### config.mk
export PLATFORM = sky130hd
export DESIGN_NAME = rename_regfile
export DESIGN_NICKNAME = d
export VERILOG_FILES = /design/src/rtl/rename_pkg.sv /design/src/rtl/rf_read_port.sv /design/src/rtl/rename_regfile.sv
export SDC_FILE = /design/constraint.sdc
export NUM_CORES = 2
export LEC_CHECK = 0
export ABC_CLOCK_PERIOD_IN_PS = 7440
export CORE_MARGIN = 2
export CORE_UTILIZATION = 45
export CTS_CLUSTER_SIZE = 40
export DETAILED_ROUTE_END_ITERATION = 12
export PLACE_DENSITY_LB_ADDON = 0.12
export SLEW_MARGIN = 20
export SYNTH_ARGS = -nofsm -noshare
export SYNTH_HDL_FRONTEND = slang
export SYNTH_SLANG_ARGS = --single-unit
### constraint.sdc
create_clock -name clk -period 7.44 [get_ports clk]
set_input_delay 2.232 -clock clk [delete_from_list [all_inputs] [get_ports clk]]
set_output_delay 2.232 -clock clk [all_outputs]
set_load 0.01 [all_outputs]
### src/rtl/rename_pkg.sv
// Shared types for the rename register file: default widths, ROB tag,
// rename-table entry and per-port read result.
package rename_pkg;

  localparam int unsigned XLEN_DEFAULT    = 32;
  localparam int unsigned ROB_LOG_DEFAULT = 4;

  typedef logic [ROB_LOG_DEFAULT-1:0] rob_tag_t;

  // One rename-table slot: busy flag plus producing ROB tag.
  typedef struct packed {
    logic     busy;
    rob_tag_t tag;
  } rename_entry_t;

  // Resolved operand as seen by issue.
  typedef struct packed {
    logic [XLEN_DEFAULT-1:0] value;
    logic                    ready;
    rob_tag_t                tag;
  } rd_result_t;

endpackage

### src/rtl/rf_read_port.sv
// Combinational operand resolver for a single read port: zero register,
// architectural value, same-cycle commit bypass, or wait on a ROB tag.
module rf_read_port
  import rename_pkg::*;
#(
  parameter int unsigned XLEN    = XLEN_DEFAULT,
  parameter int unsigned ROB_LOG = ROB_LOG_DEFAULT,
  parameter int unsigned AW      = 5
) (
  input  logic               valid,
  input  logic [AW-1:0]      addr,
  input  logic [XLEN-1:0]    reg_value,
  input  logic               busy,
  input  logic [ROB_LOG-1:0] tag,
  input  logic               commit_valid,
  input  logic [ROB_LOG-1:0] commit_tag,
  input  logic [XLEN-1:0]    commit_value,
  output logic [XLEN-1:0]    value,
  output logic               ready,
  output logic [ROB_LOG-1:0] wait_tag
);

  // Priority resolution; an idle port drives all zeros.
  always_comb begin
    value    = '0;
    ready    = 1'b0;
    wait_tag = '0;
    if (valid) begin
      if (addr == '0) begin
        ready = 1'b1;
      end else if (!busy) begin
        value = reg_value;
        ready = 1'b1;
      end else if (commit_valid && (commit_tag == tag)) begin
        value = commit_value;
        ready = 1'b1;
      end else begin
        wait_tag = tag;
      end
    end
  end

endmodule

### src/rtl/rename_regfile.sv
// Architectural register file with per-register rename table (busy + ROB tag).
// Optional checkpoint support is enabled by defining RENAME_CKPT_EN, which adds
// ckpt_save/ckpt_restore and a shadow copy of the rename table.
module rename_regfile
  import rename_pkg::*;
#(
  parameter  int unsigned XLEN    = XLEN_DEFAULT,
  parameter  int unsigned NREG    = 32,
  parameter  int unsigned ROB_LOG = ROB_LOG_DEFAULT,
  parameter  int unsigned NRD     = 2,
  localparam int unsigned AW      = $clog2(NREG)
) (
  input  logic                   clk,
  input  logic                   rst,
  input  logic                   rdy,
  input  logic [NRD-1:0]         rd_valid,
  input  logic [NRD*AW-1:0]      rd_addr,
  output logic [NRD*XLEN-1:0]    rd_value,
  output logic [NRD-1:0]         rd_ready,
  output logic [NRD*ROB_LOG-1:0] rd_tag,
  input  logic                   commit_valid,
  input  logic [AW-1:0]          commit_dest,
  input  logic [XLEN-1:0]        commit_value,
  input  logic [ROB_LOG-1:0]     commit_tag,
  input  logic                   rename_valid,
  input  logic [AW-1:0]          rename_rd,
  input  logic [ROB_LOG-1:0]     rename_tag,
`ifdef RENAME_CKPT_EN
  input  logic                   ckpt_save,
  input  logic                   ckpt_restore,
`endif
  input  logic                   flush,
  input  logic [AW-1:0]          dbg_addr,
  output logic [XLEN-1:0]        dbg_value
);

  logic [XLEN-1:0]    regs     [NREG];
  logic [NREG-1:0]    busy;
  logic [NREG-1:0]    busy_nxt;
  logic [ROB_LOG-1:0] tag      [NREG];
  logic [ROB_LOG-1:0] tag_nxt  [NREG];
  logic               commit_match;
  logic               rename_hit;

  assign commit_match = commit_valid && busy[commit_dest] && (tag[commit_dest] == commit_tag);
  assign rename_hit   = rename_valid && (rename_rd != '0);

`ifdef RENAME_CKPT_EN
  logic [NREG-1:0]    sh_busy;
  logic [NREG-1:0]    sh_busy_nxt;
  logic [ROB_LOG-1:0] sh_tag     [NREG];
  logic [ROB_LOG-1:0] sh_tag_nxt [NREG];
`endif

  // Next rename table: flush, then restore, then commit-clear followed by rename.
  always_comb begin
    busy_nxt = busy;
    tag_nxt  = tag;
`ifdef RENAME_CKPT_EN
    sh_busy_nxt = sh_busy;
    sh_tag_nxt  = sh_tag;
    if (commit_valid && sh_busy[commit_dest] && (sh_tag[commit_dest] == commit_tag)) begin
      sh_busy_nxt[commit_dest] = 1'b0;
    end
`endif
    if (flush) begin
      busy_nxt = '0;
`ifdef RENAME_CKPT_EN
    end else if (ckpt_restore) begin
      busy_nxt = sh_busy_nxt;
      tag_nxt  = sh_tag_nxt;
`endif
    end else begin
      if (commit_match) begin
        busy_nxt[commit_dest] = 1'b0;
      end
      // Rename is applied after commit so it wins on the same register.
      if (rename_hit) begin
        busy_nxt[rename_rd] = 1'b1;
        tag_nxt[rename_rd]  = rename_tag;
      end
`ifdef RENAME_CKPT_EN
      if (ckpt_save) begin
        sh_busy_nxt = busy_nxt;
        sh_tag_nxt  = tag_nxt;
      end
`endif
    end
  end

  // State update; register 0 is never written and its busy bit never sets.
  always_ff @(posedge clk) begin
    if (rst) begin
      busy <= '0;
      for (int i = 0; i < int'(NREG); i++) begin
        regs[i] <= '0;
        tag[i]  <= '0;
      end
`ifdef RENAME_CKPT_EN
      sh_busy <= '0;
      for (int i = 0; i < int'(NREG); i++) begin
        sh_tag[i] <= '0;
      end
`endif
    end else if (rdy) begin
      if (commit_valid && (commit_dest != '0)) begin
        regs[commit_dest] <= commit_value;
      end
      busy <= busy_nxt;
      tag  <= tag_nxt;
`ifdef RENAME_CKPT_EN
      sh_busy <= sh_busy_nxt;
      sh_tag  <= sh_tag_nxt;
`endif
    end
  end

  // One combinational resolver per operand port.
  for (genvar p = 0; p < int'(NRD); p++) begin : g_rd
    logic [AW-1:0] addr;
    assign addr = rd_addr[p*AW +: AW];

    rf_read_port #(
      .XLEN    (XLEN),
      .ROB_LOG (ROB_LOG),
      .AW      (AW)
    ) u_port (
      .valid        (rd_valid[p]),
      .addr         (addr),
      .reg_value    (regs[addr]),
      .busy         (busy[addr]),
      .tag          (tag[addr]),
      .commit_valid (commit_valid),
      .commit_tag   (commit_tag),
      .commit_value (commit_value),
      .value        (rd_value[p*XLEN +: XLEN]),
      .ready        (rd_ready[p]),
      .wait_tag     (rd_tag[p*ROB_LOG +: ROB_LOG])
    );
  end

  assign dbg_value = regs[dbg_addr];

endmodule

# Word level (Yosys, flattened, before mapping)
# Memories as Yosys holds them, arrays and structs flattened.
# Index checks and enable logic that the tools add are counted.
# word_totals
inputBits	73
ff_bits	160
memories	1
elab_cells	130
out_inout_bits	106
mem_bits_rw	1024
# memory_table
name	depth	width	read_ports	rd_ports_with_merged_regs	wr	line_no	rtl
regs	32	32	3	0	32	rename_regfile.sv:37	logic [XLEN-1:0] regs [NREG];
# classes
eq_ne	3
mux	59
n_reduce_logical	15
n_bitwise	8
n_lt_le_gt_ge	11
# op_table
cell	n
32-bit two-way mux	13
128-bit bitwise mux	1
4-bit binary-select mux with 5-bit select	3
4-bit two-way mux	15
32-bit AND	1
32-bit NOT	1
32-bit bitwise OR	1
32-bit OR reduction	1
6-bit >= comparator, second input constant	4
5-bit by 6-bit < comparator with 1-bit output, second input constant	4
5-bit NOT with 6-bit output	4
4-bit demux with 5-bit select	1
1-bit two-way mux	20
1-bit binary-select mux with 5-bit select	3
4-bit equality test	3
1-bit demux with 5-bit select	2
5-bit by 1-bit >= comparator with 1-bit output, second input constant	2
5-bit logical NOT	2
5-bit nonzero test	2
1-bit logical AND	9
6-bit by 1-bit < comparator with 1-bit output, second input constant	1
5-bit two-way mux	1
3-bit AND reduction	1
1-bit NOT	1

# Logic depth before layout (Yosys ltp)
# depth
word_depth	11
mapped_depth	13
ltp_nobuf	7

# Cells and area by module
# From an unflattened synthesis, not the netlist that was laid out.
# hier_totals
hier_cells	4742
hier_area_um2	73247.8
# modules_own_cells
module	cells_per_inst	instances	seq_area_each_um2	area_each_um2
rename_regfile	4560	1	33952.6	71773.8
rf_read_port	91	2	0.0	737.0

# Worst setup path after synthesis
# OpenSTA, ideal clock, no wires.
# synth_path
path_type	input -> output
from	input port rd_addr[6]
to	output port rd_value[60]
arrival_ps	4651
setup_slack_ps	557
cell_stages	9
required_time_ps	5208
cell_sequence	buf_6 -> buf_6 -> buf_2 -> clkbuf_1 -> clkbuf_1 -> mux4_2 -> mux4_2 -> mux2_2 -> a32o_2
# synth_via
elab_chain_cells	10
# synth_rtl
element	line_no	rtl
start, declared	rename_regfile.sv:17	input logic [NRD*AW-1:0] rd_addr,
5-bit NOT with 6-bit output (not written as such)	rename_regfile.sv:132	.tag (tag[addr]),
4-bit binary-select mux with 5-bit select	rename_regfile.sv:132	
4-bit two-way mux (not written as such) (2 in series)	rename_regfile.sv:132	
4-bit equality test	rf_read_port.sv:34	end else if (commit_valid && (commit_tag == tag)) begin
1-bit logical AND	rf_read_port.sv:34	
32-bit two-way mux	rf_read_port.sv:34	
32-bit two-way mux	rf_read_port.sv:31	end else if (!busy) begin
32-bit two-way mux (*)	rf_read_port.sv:29	if (addr == '0) begin
32-bit two-way mux (*)	rf_read_port.sv:28	if (valid) begin
end, declared	rename_regfile.sv:18	output logic [NRD*XLEN-1:0] rd_value,
# Mark *: on every way between the ends. The rest lies on a longest branch, timed or not. The select of a mux whose other input is x is not followed.

# Worst setup path after layout
# layout_path
from	input port rd_addr[8]
to	output port rd_value[52]
# Same word-level chain as after synthesis.

==> flow_metrics.env <==
export IMPL_ys_flop_type="edfxtp_1"
export IMPL_num_vias=51400
export IMPL_finalHoldViolations=0
export IMPL_grt_pass1_vias=50300
export IMPL_r2r_slack_ns=4.43
export IMPL_dr_pass1_iters=6
export IMPL_grt_max_degree=173
export IMPL_die_width_um=408
export IMPL_setup_violations=2
export IMPL_nets=5162
export IMPL_slew_viol_final=0
export IMPL_via_per_inst=6.95
export IMPL_clk_pin_slew_worst_paths_ns=0.05
export IMPL_internal_power_uw=13200
export IMPL_min_path_cells=2
export IMPL_synth_distinct_cells=71
export IMPL_slowest_stage="clkdlybuf4s50_1"
export IMPL_fill_cells=13300
export IMPL_final_util=0.531
export IMPL_cp_end_kind="output pin"
export IMPL_worstHoldStart="tag[39]"
export IMPL_rows=148
export IMPL_syn_avg_cell_area_sq_um=15.2
export IMPL_p_leak_uw=0.0299
export IMPL_layout_drive_gt1_share=0.370
export IMPL_holdWs_ns=0.505
export IMPL_period_needed_ns=7.57
export IMPL_cts_made_buffers=141
export IMPL_finClkSkew_ns=0.0328
export IMPL_cts_tree="built"
export IMPL_initial_core_util=0.452
export IMPL_holdPathEnd="tag[39]"
export IMPL_syn_cell_area_sq_um=73400
export IMPL_rr_startpoint="tag[67]"
export IMPL_worst_pin_slew_ns=1.24
export IMPL_fin_ws_ns=-0.127
export IMPL_cp_arrival_ns=5.34
export IMPL_dieArea_sq_um=166000
export IMPL_failed_checks="setup timing"
export IMPL_htreeDepth=4
export IMPL_syn_inst=4829
export IMPL_comb_power_share=0.168
export IMPL_yosys_area_top_type="edfxtp_1"
export IMPL_die_h_um=408
export IMPL_r2r_end="busy[17]"
export IMPL_required_ns=5.21
export IMPL_drv_cap=0
export IMPL_vdd_drop_max_v=0.000285
export IMPL_switchingPower_uw=4740
export IMPL_crit_chain="clkdlybuf4s50_1 > buf_6 > buf_6 > nor3b_1 > buf_4 > a22oi_2 > nand4_1 > xor2_1 > nor4_4 > buf_12 > buf_8 > a32o_2 > clkdlybuf4s50_1"
export IMPL_place_congestion=0.980
export IMPL_io_pins=179
export IMPL_cts_root_buf="clkbuf_16"
export IMPL_placedCellCount=7101
export IMPL_io_buffer_count=178
export IMPL_drt_wirelength_per_cell_um=40.4
export IMPL_drt_total_wl_mm=299
export IMPL_post_route_period_util=1.02
export IMPL_area_growth_pct=17.6
export IMPL_path_max_fanout=9
export IMPL_startpoint_type="input pin"
export IMPL_final_cells=7398
export IMPL_status="finished with violations"
export IMPL_hpwl_mm=189
export IMPL_postRouteAntennaNets=0
export IMPL_clkLatencyLatePin_ns=0.81
export IMPL_grt_pass1_wl_mm=411
export IMPL_grt_overflow=0
export IMPL_drtIter0Drc=7853
export IMPL_pwr_share_clk=0.401
export IMPL_antenna_found_initial=28
export IMPL_synth_edf_count=1024
export IMPL_rsz0062_at_grt="yes"
export IMPL_yosysMostFrequentCell="mux4_2"
export IMPL_synth_warnings=0
export IMPL_fmaxAchievable_mhz=132
export IMPL_finalPower_uw=18000
export IMPL_path_buf_inv=7
export IMPL_reg2regPathDepth=8
export IMPL_clockBufferDepth=3
export IMPL_synth_common_cells="mux4_2, edfxtp_1, and2_1"
export IMPL_drc_errors=0
export IMPL_p_per_area_nw_per_um2=208
export IMPL_async_flop_share=0
export IMPL_critPathMaxStageDelay_ns=0.53
export IMPL_synth_area_leaders="edfxtp_1, mux4_2, and2_1, dfxtp_1, mux2i_1"
export IMPL_synth_seq_area_share=0.463
export IMPL_clkSinkCount=1184
export IMPL_crit_family="buffers and inverters"
export IMPL_core_area_sq_um=162000
export IMPL_hp_class="flip-flop to flip-flop"
export IMPL_p_sw_frac=0.264
export IMPL_grt_usage=0.358
export IMPL_critPathKind="input pin to output pin"
export IMPL_maxSlewHeadroom=0.172
export IMPL_seqPwrFrac=0.431
export IMPL_synth_seq_cells=1184
export IMPL_synth_top_area_share=0.419
power by group through the flow:
stage | clock network, uW | registers, uW | logic, uW
4_1_cts | 7260 | 7730 | 2990
2_1_floorplan | 0 | 7800 | 1690
6_report | 7210 | 7740 | 3020
3_5_place_dp | 0 | 7860 | 2990
5_1_grt | 7500 | 7770 | 3080
3_3_place_gp | 0 | 7840 | 2990
registers in the layout (all words and copies together), names as in the netlist:
signal and count:
regs 1024, busy 32, tag 128
worst max path at each step:
stage	end	cells past startpoint	startpoint
6_report	rd_value[52]	13	rd_addr[8]
3_5_place_dp	rd_value[29]	11	rd_addr[3]
2_1_floorplan	rd_value[60]	9	rd_addr[6]
5_1_grt	rd_value[52]	13	rd_addr[8]
3_3_place_gp	rd_value[29]	11	rd_addr[3]
4_1_cts	rd_value[58]	13	rd_addr[8]
logic make-up after synthesis:
group,Yosys count,share of synthesized area
multiplexers,1354,0.364
flip-flops,1184,0.463
other,1,0.0000511
buffers and inverters,561,0.0318
AND/OR/NAND/NOR,1460,0.116
XOR/XNOR,9,0.00107
AO/OA/AOI/OAI,260,0.0245
cell usage in the layout, fill, tap and decap left out, types with 9 or more instances in the layout:
master / netlist / routed
nor2_1: 221 / 188
clkinv_1: 1 / 28
diode_2: 0 / 22
clkinv_2: 0 / 20
a21oi_1: 33 / 33
clkbuf_1: 383 / 19
a22oi_1: 19 / 12
dlygate4sd2_1: 0 / 24
dfxtp_1: 160 / 160
nor2_4: 0 / 33
o22ai_1: 61 / 54
nand4_1: 14 / 14
and2_1: 995 / 995
nor2b_1: 14 / 13
buf_4: 14 / 327
edfxtp_1: 1024 / 1024
nand3_1: 63 / 63
dlymetal6s2s_1: 0 / 13
a41o_1: 12 / 12
clkbuf_16: 0 / 153
mux4_2: 1033 / 1033
mux4_1: 11 / 11
clkbuf_2: 1 / 19
and3_1: 15 / 15
nor3_1: 13 / 12
buf_12: 1 / 126
bufinv_16: 0 / 14
mux2_2: 56 / 56
clkdlybuf4s50_1: 0 / 92
buf_6: 7 / 12
nand2_1: 57 / 57
a32o_2: 12 / 13
conb_1: 1 / 32
mux2i_1: 253 / 249
o21ai_0: 56 / 22
clkdlybuf4s15_1: 0 / 9
o21ai_4: 0 / 31
metal layers:
metal,GRT usage,vias to the layer above,wire length [um]
li1,-,19900,-
met1,0.473,27000,108000
met2,0.543,3799,136000
met3,0.0860,790,35200
met4,0.206,6,19600
met5,0,-,41
tightest hold or removal path, delay by kind of cell (launching register included):
kind | cells | cell delay, ns
flops | 1 | 0.32
compound gates | 2 | 0.13
what timing repair did:
item | in CTS | in global routing
gates resized for setup | 101 | 80
setup endpoints to repair | 74 | 62
gates cloned | 0 | 0
buffers inserted | 14 | 6
hold buffers | 0 | 0
pin swaps | 4 | 10
through the flow:
step           instance area [sq um]  setup WS (ns)  TNS (ns)
3_3_place_gp                   81200         -0.736    -25.42
2_1_floorplan                  73500          0.557         0
5_1_grt                        86200         -0.190    -0.424
4_1_cts                        86200         -0.186     -1.95
3_5_place_dp                   81200         -0.640    -24.26
6_report                       86300         -0.127    -0.202
layout make-up:
type,count,area (sq um),area share
clock inverter,77,764,0.00886
inverter,11,55.1,0.000638
timing repair buffer,636,6740,0.0781
tap,2175,2720,0.0315
multi-input combinational,3115,38000,0.441
antenna,22,55.1,0.000638
sequential,1184,34000,0.393
clock buffer,178,3980,0.0462
Note: power is estimated with default switching activity, not from simulation.
